<file path="src/rtl/div_unit.sv">
// Multi-cycle restoring divider for the EX stage.
// One quotient bit per clock; signed or unsigned operands.
module div_unit #(
  parameter int WIDTH = 32
) (
  input  logic               clk,
  input  logic               rst,
  input  logic               signed_div_i,
  input  logic [WIDTH-1:0]   opdata1_i,
  input  logic [WIDTH-1:0]   opdata2_i,
  input  logic               start_i,
  input  logic               annul_i,
  output logic [2*WIDTH-1:0] result_o,
  output logic               ready_o
);

  localparam int CW = $clog2(WIDTH + 1);

  typedef enum logic [1:0] {
    FREE,
    ZERO,
    ON,
    END
  } state_t;

  state_t             state_q;
  state_t             state_d;
  logic [CW-1:0]      cnt_q;
  logic [CW-1:0]      cnt_d;
  logic [2*WIDTH:0]   work_q;
  logic [2*WIDTH:0]   work_d;
  logic [WIDTH-1:0]   dvs_q;
  logic [WIDTH-1:0]   dvs_d;
  logic               neg_q_q;
  logic               neg_q_d;
  logic               neg_r_q;
  logic               neg_r_d;
  logic [2*WIDTH-1:0] result_d;
  logic               ready_d;

  logic [WIDTH-1:0]   a_mag;
  logic [WIDTH-1:0]   b_mag;
  logic [WIDTH-1:0]   q_mag;
  logic [WIDTH-1:0]   r_mag;
  logic [WIDTH-1:0]   q_fix;
  logic [WIDTH-1:0]   r_fix;
  logic [WIDTH:0]     diff;
  logic               a_neg;
  logic               b_neg;

  always_comb begin
    a_neg = signed_div_i & opdata1_i[WIDTH-1];
    b_neg = signed_div_i & opdata2_i[WIDTH-1];
    a_mag = a_neg ? -opdata1_i : opdata1_i;
    b_mag = b_neg ? -opdata2_i : opdata2_i;
    diff  = work_q[2*WIDTH:WIDTH] - {1'b0, dvs_q};
    q_mag = work_q[WIDTH-1:0];
    r_mag = work_q[2*WIDTH:WIDTH+1];
    q_fix = neg_q_q ? -q_mag : q_mag;
    r_fix = neg_r_q ? -r_mag : r_mag;
  end

  always_comb begin
    state_d  = state_q;
    cnt_d    = cnt_q;
    work_d   = work_q;
    dvs_d    = dvs_q;
    neg_q_d  = neg_q_q;
    neg_r_d  = neg_r_q;
    result_d = result_o;
    ready_d  = ready_o;
    unique case (state_q)
      FREE: begin
        result_d = '0;
        ready_d  = 1'b0;
        if (start_i && !annul_i) begin
          cnt_d = '0;
          if (opdata2_i == '0) begin
            state_d = ZERO;
          end else begin
            state_d = ON;
            work_d  = {{WIDTH{1'b0}}, a_mag, 1'b0};
            dvs_d   = b_mag;
            neg_q_d = a_neg ^ b_neg;
            neg_r_d = a_neg;
          end
        end
      end
      ZERO: begin
        // two edges in ZERO so the result lands on E2
        if (cnt_q == '0) begin
          cnt_d = cnt_q + 1'b1;
        end else begin
          state_d  = END;
          result_d = '0;
          ready_d  = 1'b1;
        end
      end
      ON: begin
        if (annul_i) begin
          state_d  = FREE;
          cnt_d    = '0;
          result_d = '0;
          ready_d  = 1'b0;
        end else if (cnt_q == CW'(WIDTH)) begin
          state_d  = END;
          result_d = {r_fix, q_fix};
          ready_d  = 1'b1;
        end else begin
          if (diff[WIDTH]) begin
            work_d = {work_q[2*WIDTH-1:0], 1'b0};
          end else begin
            work_d = {diff[WIDTH-1:0],
                      work_q[WIDTH-1:0], 1'b1};
          end
          cnt_d = cnt_q + 1'b1;
        end
      end
      END: begin
        if (!start_i) begin
          state_d  = FREE;
          result_d = '0;
          ready_d  = 1'b0;
        end
      end
    endcase
  end

  always_ff @(posedge clk) begin
    if (!rst) begin
      state_q  <= FREE;
      cnt_q    <= '0;
      work_q   <= '0;
      dvs_q    <= '0;
      neg_q_q  <= 1'b0;
      neg_r_q  <= 1'b0;
      result_o <= '0;
      ready_o  <= 1'b0;
    end else begin
      state_q  <= state_d;
      cnt_q    <= cnt_d;
      work_q   <= work_d;
      dvs_q    <= dvs_d;
      neg_q_q  <= neg_q_d;
      neg_r_q  <= neg_r_d;
      result_o <= result_d;
      ready_o  <= ready_d;
    end
  end

endmodule

</file>
<file path="config.mk">
export PLATFORM = sky130hd
export DESIGN_NAME = div_unit
export DESIGN_NICKNAME = d
export VERILOG_FILES = /design/src/rtl/div_unit.sv
export SDC_FILE = /design/constraint.sdc
export NUM_CORES = 1
export LEC_CHECK = 0
export ABC_AREA = 1
export CAP_MARGIN = 20
export CELL_PAD_IN_SITES_DETAIL_PLACEMENT = 0
export CELL_PAD_IN_SITES_GLOBAL_PLACEMENT = 1
export CORE_UTILIZATION = 41
export CTS_CLUSTER_DIAMETER = 80
export DETAILED_ROUTE_END_ITERATION = 8
export GPL_TIMING_DRIVEN = 0
export PLACE_DENSITY_LB_ADDON = 0.08
export REMOVE_ABC_BUFFERS = 1
export SLEW_MARGIN = 20
export SYNTH_ARGS = -nofsm -noshare
export SYNTH_HDL_FRONTEND = slang
export SYNTH_SLANG_ARGS = --single-unit
</file>
<file path="constraint.sdc">
create_clock -name clk -period 2.7 [get_ports clk]
set_clock_uncertainty 0.2 [all_clocks]
set_input_delay 0.81 -clock clk [delete_from_list [all_inputs] [get_ports clk]]
set_output_delay 0.81 -clock clk [all_outputs]
set_load 0.02 [all_outputs]
</file>
==> flow_metrics.tcl, run 1 <==
set metrics [dict create \
    antenna_found_initial 0 \
    drc_errors 0 \
    drive_gt1_share_pct 12.7 \
    io_pins 134 \
    post-dp-hpwl_mm 32.6 \
    grt_overflow 0 \
    finalHoldViolations 0 \
    r2r_slack_ns 0.10 \
    cts.reportedPaths.clkPinSlew_ns 0.07 \
    crit_path_end_kind "register" \
    yosys-top-cells-area "dfxtp_1, nand2_1, inv_1" \
    die_w_um 183 \
    wl_mm 46.9 \
    core_area_um2 31800 \
    ant_nets 0 \
    synth_ff_type "dfxtp_1" \
    die_y_um 183 \
    yosys.area.top_type "dfxtp_1" \
    multi_input_area_um2 8790 \
    dpl.cell_count 2665 \
    status "finished clean" \
    regArea_um2 3450 \
    syn_area_per_cell_um2 6.17 \
    ys_top_cells_by_count "nand2_1, inv_1, a21oi_1, dfxtp_1, nand3_1" \
    cp-start-kind "input pin" \
    pwr-share-comb_pct 45.5 \
    fillCellCount 3309 \
    yosysUniqueCellTypes 53 \
    grt_pass1_wl_mm 70.9 \
    critPathKind "in -> reg" \
    clock_latency_ns 0.46 \
    synth_area_um2 13400 \
    fin_crit_ns 2.66 \
    p_total_uw 10300 \
    antenna_cells 0 \
    whs_ns 0.263 \
    place.port_buffers 133 \
    cts.sinks 172 \
    clockBufferDepth 2 \
    rsz0062_at_grt "true" \
    yosys.area.top_type_share_pct 25.7 \
    hold_class "reg -> reg" \
    ir_drop_mv 0.459 \
    row_count 65 \
    crit_arrival_ns 2.84 \
    power_switching_share_pct 45.8 \
    wl_per_cell_um 17.0 \
    ys_async_sr_fraction_pct 0 \
    fmax_ghz 0.376 \
    first_pass_iters 6 \
    maxCapViolations 0 \
    synth_cells 2169 \
    synth_edf_count 0 \
    setup_viol 0 \
    crit_path_max_incr_delay_ns 0.55 \
    crit_family "buffers and inverters" \
    slew_violations 0 \
    required_ns 2.88 \
    fin_nets 2428 \
    viasPerCell 5.16 \
    drt-initial-drc-count 1032 \
    gp_congestion 0.928 \
    p_leak_uw 0.00758 \
    vias 14300 \
    synth_warnings 0 \
    fin_crit_sh_pct 98.4 \
    syn_to_final_growth_pct 24.5 \
    switchingPower_uw 4700 \
    root_buffer "clkbuf_16" \
    cts_tree "built" \
    start_util_pct 42.1 \
    path_max_fanout 5 \
    powerDensity_nw_per_um2 616 \
    grt_pass1_vias 12900 \
    path_buf_inv 4 \
    pwr-share-seq_pct 30.1 \
    htreeDepth 4 \
    slew_headroom_pct 40.7 \
    dieArea_um2 33300 \
    pwr-share-clk_pct 24.5 \
    ys_seq_elements 172 \
    worst_slew_pin_slew_ns 0.889 \
    stdcell_count 2762 \
    grt_usage_pct 27.5 \
    grt_max_degree 78 \
    p_int_uw 5560 \
    synth_most_common_cell "nand2_1" \
    yosysSeqAreaShare_pct 25.7 \
    path_cells "clkdlybuf4s50_1, nor2_2, nand3_1, nor2_1, nand4_2, nand3_4, buf_6, a21oi_4, buf_6, clkbuf_16, nand3_1, a21oi_1" \
    cp_slowest_cell "clkdlybuf4s50_1" \
    cts_buffers 17 \
]
## routing by layer
layer	wire [um]	vias to the layer above	track usage, %
li1	-	7267	-
met1	22600	6525	39.1
met2	20800	421	43.5
met3	2680	42	3.41
met4	795	0	7.87
met5	0	-	0
## worst paths after layout
| check | start | to | cells past startpoint |
|---|---|---|---|
| max | opdata2_i[21] | work_q[55] | 12 |
| min | result_o[37] | result_o[37] | 2 |
| max reg2reg | state_q[1] | cnt_q[4] | 13 |
| min reg2reg | result_o[37] | result_o[37] | 2 |
## cells in the final DEF, fill, tap and decap left out, types with 27 or more instances in the layout
cell	count
ha_1	40
o21ai_0	95
nand2_1	612
dfxtp_1	163
nand3_1	168
inv_1	290
nand3_2	42
xor2_1	53
a21oi_1	196
nand2_2	29
a21oi_2	27
buf_4	34
clkdlybuf4s50_1	120
nor2_1	149
## state kept, by name, summed over array words and instances, names as in the netlist
| register | cells |
|---|---|
| dvs_q | 32 |
| state_q | 2 |
| result_o | 64 |
| work_q | 65 |
| cnt_q | 6 |
| neg_r_q | 1 |
| ready_o | 1 |
| neg_q_q | 1 |
## what timing repair did
action | CTS | global route
buffers inserted | 30 | 18
gates cloned | 12 | 5
pin swaps | 12 | 12
hold buffers | 0 | 0
endpoints found under the setup margin | 168 | 100
endpoints found under the hold margin | 0 | 0
resized for setup | 41 | 65
## worst register-to-register path: cells and delay by family, from the launching register on
kind | cells | cell delay, ns
flip-flops | 1 | 0.46
buffers and inverters | 4 | 0.64
AO/OA/AOI/OAI | 2 | 0.30
AND/OR/NAND/NOR | 6 | 0.70
adder cells (fa/ha/maj) | 1 | 0.26
## stage by stage
stage / setup WS (ns) / cell area [um2] / utilization [%] / setup TNS, ns
floorplan: -1.17 / 13000 / - / -101.75
global placement: -3.85 / 14800 / 46.7 / -517.76
detailed placement: -1.76 / 15000 / 47.1 / -174.51
CTS: 0.00447 / 16200 / 51.0 / 0
global route: -0.0202 / 16700 / 52.4 / -0.108
finish: 0.0429 / 16700 / 52.4 / 0
## cell type report
type	instances	share of cell area, %
repair buffers	190	12.4
inverters	312	7.27
clock inverters	15	0.894
repair inverters	3	0.113
flip-flops and latches	172	20.7
well taps	435	3.27
multi-input cells	1618	52.8
clock buffers	17	2.55
## cells by family after synthesis
logic type | share of synthesized area, %
and+or+nand+nor | 38.3
buffers and inverters | 11.8
AOI/OAI and AO/OA | 15.5
DFF | 25.7
xor gates and xnor gates | 4.39
adders and majority gates | 4.27
## power by group through the flow
stage | clock [uW] | sequential (uW) | combinational (uW)
3_5_place_dp | 0 | 3130 | 3930
6_report | 2510 | 3080 | 4660
2_1_floorplan | 0 | 3090 | 2700
5_1_grt | 2650 | 3120 | 5120
3_3_place_gp | 0 | 3120 | 3850
4_1_cts | 2540 | 3070 | 4380
No activity file was read; power rests on OpenSTA's default activity.
==> run 2: changes to the inputs <==
Settings changed: CAP_MARGIN 20 to not set, HOLD_SLACK_MARGIN set to 0.02.
==> results of run 2 <==
The final DEF is identical to that of run 1; final timing and power are the same.
